===== config.mk =====
export PLATFORM = sky130hd
export DESIGN_NAME = rr_share_arbiter
export DESIGN_NICKNAME = d
export VERILOG_FILES = /design/src/rtl/rr_share_arbiter.sv
export SDC_FILE = /design/constraint.sdc
export NUM_CORES = 1
export LEC_CHECK = 0
export CORE_AREA = 2 2 39 41
export CTS_BUF_LIST = sky130_fd_sc_hd__clkbuf_4
export CTS_CLUSTER_SIZE = 30
export DETAILED_ROUTE_END_ITERATION = 8
export DIE_AREA = 0 0 41 43
export PLACE_DENSITY_LB_ADDON = 0.15
export SLEW_MARGIN = 20
export SYNTH_ARGS = -nofsm -noshare
export SYNTH_HDL_FRONTEND = slang
export SYNTH_SLANG_ARGS = --single-unit

===== constraint.sdc =====
create_clock -name clk -period 1.5 [get_ports clk]
set_input_delay 0.45 -clock clk [delete_from_list [all_inputs] [get_ports clk]]
set_output_delay 0.45 -clock clk [all_outputs]
set_load 0.01 [all_outputs]

===== src/rtl/rr_share_arbiter.sv =====
// Round-robin arbiter sharing one resource among N requesters, with a bounded hold per tenure.
// Optional build macro RR_SHARE_ARBITER_LOCK_EN adds a lock input that suppresses forced release.
module rr_share_arbiter #(
    parameter int N        = 2,
    parameter int MAX_HOLD = 8,
    parameter int IDX_W    = (N > 1) ? $clog2(N) : 1
) (
    input  logic             clk,
    input  logic             rst_n,
    input  logic [N-1:0]     req,
    input  logic [N-1:0]     last,
`ifdef RR_SHARE_ARBITER_LOCK_EN
    input  logic             lock,
`endif
    output logic [N-1:0]     gnt,
    output logic [IDX_W-1:0] gnt_idx,
    output logic             busy
);

    // Handshake: req[i] is a level held for as long as requester i wants the resource;
    // gnt[i] (registered, one-hot) is the acceptance and stays set until the tenure ends
    // by req[i] dropping, last[i] on a granted cycle, or the hold limit.

    localparam int CNT_W = 4;
    localparam logic [CNT_W-1:0] HOLD_LAST = CNT_W'(MAX_HOLD - 1);

    typedef enum logic {
        IDLE = 1'b0,
        OWN  = 1'b1
    } state_t;

    state_t           state;
    state_t           nxt_state;
    logic [CNT_W-1:0] hold_cnt;
    logic [CNT_W-1:0] nxt_hold;
    logic [IDX_W-1:0] rr_ptr;
    logic [IDX_W-1:0] nxt_ptr;
    logic [IDX_W-1:0] owner;
    logic [IDX_W-1:0] nxt_owner;
    logic [N-1:0]     gnt_q;
    logic [N-1:0]     nxt_gnt;
    logic [IDX_W-1:0] pick_base;
    logic [IDX_W-1:0] pick_idx;
    logic [IDX_W-1:0] cand_idx;
    logic             pick_any;
    logic             at_limit;
    logic             limit_release;
    logic             release_now;

    // A releasing owner becomes the search base, so it is the last candidate considered.
    always_comb begin : pick
        pick_base = (state == OWN) ? owner : rr_ptr;
        pick_any  = 1'b0;
        pick_idx  = '0;
        cand_idx  = '0;
        for (int k = 1; k <= N; k++) begin
            cand_idx = IDX_W'((int'(pick_base) + k) % N);
            if (!pick_any && req[cand_idx]) begin
                pick_any = 1'b1;
                pick_idx = cand_idx;
            end
        end
    end

    always_comb begin : release_logic
        at_limit = (hold_cnt == HOLD_LAST);
`ifdef RR_SHARE_ARBITER_LOCK_EN
        limit_release = at_limit && !lock;
`else
        limit_release = at_limit;
`endif
        release_now = !req[owner] || last[owner] || limit_release;
    end

    always_ff @(posedge clk or negedge rst_n) begin : state_reg
        if (!rst_n) begin
            state    <= IDLE;
            hold_cnt <= '0;
            rr_ptr   <= IDX_W'(N - 1);
            owner    <= '0;
            gnt_q    <= '0;
        end else begin
            state    <= nxt_state;
            hold_cnt <= nxt_hold;
            rr_ptr   <= nxt_ptr;
            owner    <= nxt_owner;
            gnt_q    <= nxt_gnt;
        end
    end

    always_comb begin : next_state
        nxt_state = state;
        nxt_hold  = hold_cnt;
        nxt_ptr   = rr_ptr;
        nxt_owner = owner;
        nxt_gnt   = gnt_q;
        case (state)
            IDLE: begin
                if (pick_any) begin
                    nxt_state          = OWN;
                    nxt_hold           = '0;
                    nxt_owner          = pick_idx;
                    nxt_gnt            = '0;
                    nxt_gnt[pick_idx]  = 1'b1;
                end
            end
            OWN: begin
                if (release_now) begin
                    nxt_ptr  = owner;
                    nxt_hold = '0;
                    nxt_gnt  = '0;
                    if (pick_any) begin
                        nxt_owner         = pick_idx;
                        nxt_gnt[pick_idx] = 1'b1;
                    end else begin
                        nxt_state = IDLE;
                    end
                end else if (!at_limit) begin
                    // Saturates at the limit only while locked; otherwise the limit always releases.
                    nxt_hold = hold_cnt + 1'b1;
                end
            end
            default: begin
                nxt_state = IDLE;
                nxt_gnt   = '0;
            end
        endcase
    end

    always_comb begin : outputs
        gnt     = gnt_q;
        gnt_idx = owner;
        busy    = |gnt_q;
    end

endmodule


### Yosys cells after proc, flatten, opt, wreduce, memory -nomap -nowiden

Index checks and enable logic that the tools add are counted.

| word-level totals | value |
|---|---|
| register bits after elaboration | 9 |
| latch bits | 0 |
| memory bits (writable) | 0 |
| ROM bits | 0 |
| input port bits | 6 |
| output and inout port bits | 4 |
| logic and storage cells | 57 |
| memories kept | 0 |

| operators by class | value |
|---|---|
| add/subtract/negate cells | 3 |
| multipliers | 0 |
| div/mod/pow operators | 0 |
| $lt $le $gt $ge | 5 |
| eq/ne operators | 4 |
| shifts and indexed selects | 0 |
| mux-type cells | 29 |
| bitwise operators | 1 |
| reduce and logical (&&, ||, !) cells | 10 |

Operator list:

| cell | number |
|---|---|
| 1-bit two-way mux | 18 |
| 4-bit two-way mux | 3 |
| 1-bit by 2-bit < comparator with 1-bit output (second input constant) | 4 |
| 4-bit one-hot mux with 2 select lines | 1 |
| 2-bit two-way mux | 3 |
| 2-bit AND reduction | 3 |
| 4-bit by 1-bit adder with 4-bit output (second input constant) | 1 |
| 4-bit by 3-bit equality test with 1-bit output (second input constant) | 1 |
| 1-bit one-hot mux with 2 select lines | 2 |
| 2-bit one-hot mux with 2 select lines | 1 |
| 3-bit by 2-bit inequality test with 1-bit output (second input constant) | 1 |
| 1-bit adder (second input constant) | 2 |
| 1-bit logical AND | 2 |
| 1-bit zero test | 2 |
| 1-bit logical OR | 2 |
| 2-bit by 1-bit inequality test with 1-bit output (second input constant) | 1 |
| 2-bit inequality test (second input constant) | 1 |
| 2-bit OR reduction | 1 |
| 1-bit demux with 1-bit select | 1 |
| 1-bit greater-or-equal comparator (second input constant) | 1 |
| 1-bit NOT | 1 |

### Logic depth before layout (Yosys ltp)

Gate-level depths: netlist (run 1).

| logic depth | value |
|---|---|
| depth in word-level cells | 15 |
| mapped depth | 4 |

### Least setup slack after synthesis (run 1)

No wires, ideal clock.

| timing path | value |
|---|---|
| kind | flip-flop to flip-flop |
| from | register hold_cnt[0] |
| to | register hold_cnt[3] |
| arrival | 1246 ps |
| setup slack | 167 ps |
| cell stages (with the launch flop) | 4 |
| clock period less this slack | 1333 ps |
| cell sequence | dfrtp_1 -> ha_1 -> or4_1 -> o211ai_1 |

| on the way | value |
|---|---|
| longest elaborated chain between the ends | 4 |
| elaborated cells between the ends (all ways) | 8 |
| classes of those cells | add/sub: 1; eq/ne: 2; mux: 3; reduce/logical: 2 |

RTL lines:

| what | line | RTL |
|---|---|---|
| start, declared | 34 | `logic [CNT_W-1:0] hold_cnt;` |
| start signal, assigned | 84 | `hold_cnt <= nxt_hold;` |
| 4-bit by 1-bit adder with 4-bit output or 4-bit by 3-bit equality test with 1-bit output (tied branches) | 120, 66 |  |
| 4-bit two-way mux or 1-bit logical OR (tied branches) | 118, 72 |  |
| 4-bit two-way mux or 3-bit by 2-bit inequality test with 1-bit output (tied branches) | -- |  |
| 4-bit one-hot mux with 2 select lines or 2-bit AND reduction (tied branches) | -- |  |

Several ways; a longest one is shown, not always the timed one. The select of a mux whose other input is x is not followed.
A chain may end at the register's enable or synchronous reset.

### Worst setup path in the final report (run 1)

| timing path | value |
|---|---|
| from | input last[1] |
| to | register hold_cnt[0] |

| on the way | value |
|---|---|
| longest elaborated chain between the ends | 6 |
| elaborated cells between the ends (all ways) | 8 |
| classes of those cells | eq/ne: 1; mux: 4; reduce/logical: 3 |

RTL lines:

| what | line | RTL |
|---|---|---|
| start, declared | 11 | `input logic [N-1:0] last,` |
| 1-bit two-way mux (implied by the code) * (2 in a row) | 72 | `release_now = !req[owner] \|\| last[owner] \|\| limit_release;` |
| 1-bit logical OR * (2 in a row) | 72 |  |
| 4-bit two-way mux or 3-bit by 2-bit inequality test with 1-bit output (tied branches) | -- |  |
| 4-bit one-hot mux with 2 select lines or 2-bit AND reduction (tied branches) | -- |  |

Every way passes the cells marked *; elsewhere a longest branch is shown, timed or not. The select of a mux whose other input is x is not followed.

==> results of run 1 <==
## what timing repair did
action / CTS / global route
resized for setup: 13 / 6
setup endpoints to repair: 9 / 5
pin swaps: 0 / 2
## worst min-delay path by stage
stage	from	endpoint	cells after the start
6_report	rst_n	state$_DFF_PN0_	1
5_1_grt	rr_ptr$_DFFE_PN1P_	rr_ptr$_DFFE_PN1P_	2
4_1_cts	rst_n	state$_DFF_PN0_	1
3_5_place_dp	rr_ptr$_DFFE_PN1P_	rr_ptr$_DFFE_PN1P_	2
3_3_place_gp	rr_ptr$_DFFE_PN1P_	rr_ptr$_DFFE_PN1P_	2
2_1_floorplan	rst_n	gnt[0]$_DFFE_PN0P_	0
## kinds of logic after synthesis
| group | count (synthesis) |
|---|---|
| fa+ha+maj | 1 |
| mux | 2 |
| simple gates | 22 |
| flops | 9 |
| buf+inv | 5 |
| compound gates | 16 |
## area by class of cell
type                            instances  area [µm²]
Multi-Input combinational cell         41         322
Clock buffer                            4        30.0
Timing Repair Buffer                   18         158
Fill cell                             130         613
Sequential cell                         9         226
Tap cell                               16        20.0
Inverter                                4        15.0
## routing by layer
metal | vias up | wire length (µm) | part of all wire [%] | GRT usage, %
met5 | - | 0 | 0 | 0
met4 | 0 | 19 | 1.6 | 10.0
met3 | 2 | 55 | 4.6 | 7.85
met2 | 7 | 595 | 50 | 23.4
met1 | 233 | 532 | 44 | 19.5
li1 | 246 | - | - | -
## cell usage after synthesis, types with 2 or more instances
cell / count
or2_2: 2
o21ai_0: 3
nand2_1: 7
nor2_1: 2
inv_1: 4
o211ai_1: 2
dfrtp_1: 8
o22ai_1: 2
nor2b_1: 2
a21boi_0: 2
## stage by stage
step	power, µW	instance area (µm²)	setup WS (ns)
after floorplan	392	542	0.167
after global placement	504	712	-0.304
after detailed placement	505	712	-0.308
after CTS	711	742	0.00824
after global routing	752	771	-0.00611
final	705	771	0.0119
## worst max-delay path, stage by stage
cell and delay, ns:
clkdlybuf4s50_1 0.47, and4b_2 0.24, o21a_4 0.21, mux2_2 0.25
## power by group through the flow
stage | Combinational [µW] | Clock (µW) | Sequential (µW)
3_5_place_dp | 202 | 0 | 302
2_1_floorplan | 84.1 | 0 | 308
3_3_place_gp | 201 | 0 | 302
6_report | 203 | 200 | 301
5_1_grt | 226 | 221 | 305
4_1_cts | 198 | 214 | 299
==> results.cfg, run 1 <==
[status]
status = finished, final reports clean

[drt]
drc = 0
totalWireLength_um = 1200
vias = 488
antenna_left = 0
drt_first_pass_iters = 2
first_iter_violations = 1
via_per_inst = 5.30
drt-wirelength-per-cell_um = 13.1

[synthesis]
avgSynthCellArea_um2 = 9.85
ys_top_cells_by_area = dfrtp_1, dfstp_2, nand2_1
async_flop_share_pct = 100
synth_area_um2 = 542
syn-num-nets = 62
synth_mux_area_share_pct = 3.93
synth_adder_area_share_pct = 2.31
synth_compound_area_share_pct = 21.9
ys.flop_type = dfrtp_1
ys_seq_area_share_pct = 41.8
synth-xor-area-share_pct = 0
synth_edf_count = 0
synth_top_family_by_area = simple AND/OR/NAND/NOR gates
syn_inst = 55
yosys_register_bits = 9
synth.top_cell.area_share_pct = 37.0
ys_types = 31
yosys.area.top_type = dfrtp_1
ys.warnings.count = 0
synth-simple-area-share_pct = 25.9

[clocking]
clkTransAtPathRegs_ns = 0.06
cts_tree = done
cts_root_buf = clkbuf_4
numCtsBuffers = 3
clock-sinks = 9
cts_hold_repair.buffers = 0
htreeDepth = 1
cts_setup_buffers = 0
insertion_delay_ns = 0.26
clockBufferDepth = 2

[global_routing]
grt_first_pass_wirelength_um = 1920
antenna_found_initial = 0
grt_pass1_vias = 473
grt_max_degree = 10
grt_overflow_total = 0
grt.total_usage_pct = 16.6

[placement]
place_hpwl_um = 868
numPlacedInstances = 88
gp_congestion = 0.677
io_buffers = 9

[critical_path]
crit_required_ns = 1.64
critPathLaunch = last[1]
cp_max_fo = 5
reg2reg_from = hold_cnt[0]$_DFFE_PN0P_
critPathCaptureType = register
regToRegSetupSlack_ns = 0.10
crit_end = hold_cnt[0]$_DFFE_PN0P_
cp-start-kind = primary input
reg2regPathDepth = 3
reg2reg_to = hold_cnt[3]$_DFFE_PN0P_
crit_arrival_ns = 1.63
crit_type = in -> reg

[job]
cap_violations = 0

[final_layout]
drive_above_1_share_pct = 34.2
fin_cells = 92
largest_reg_flops = 4
postLayoutCoreUtil_pct = 55.7
final_common_cell = buf_4
insertedDiodeCount = 0
finalNetCount = 84
max_flop_register = hold_cnt
final_cell_mix = buf_4, dfrtp_1, nand2_1
syn2layout_area_growth_pct = 42.3

[pwr]
power.leakage_uw = 0.000360
seq_power_share_pct = 42.7
p_clk_share_pct = 28.4
switching_share_pct = 27.0
combPwrFrac_pct = 28.8
power.switching_uw = 190
power_density_nw_per_um2 = 914
ir_worst_vdd_mv = 0.656
internal-power_uw = 514

[floorplan]
row_count = 14
core_um2 = 1380
ios = 10
die-width_um = 41
die_h_um = 43
die-area_um2 = 1760
start_util_pct = 39.2

[sta]
maxSlewViolCount = 0
clock_skew_ns = 0.00797
finalCritPeriodShare_pct = 99.2
hold_viol_final = 0
worst_pin_slew_ns = 0.396
finalSetupViolations = 0
fin_crit_ns = 1.49
fmax_mhz = 672
rsz0062_at_grt = true
hold_slack_ns = 0.478
relSlewSlack_pct = 73.5
fin_tns_setup_ns = 0

[worst_hold_path]
hp-class = in -> async
Note: power is estimated with default switching activity, not from simulation.
==> inputs of run 2 (changes only) <==
CTS_CLUSTER_DIAMETER = 200   (was unset)
==> results of run 2 <==
The final DEF is identical to that of run 1; final timing and power are the same.
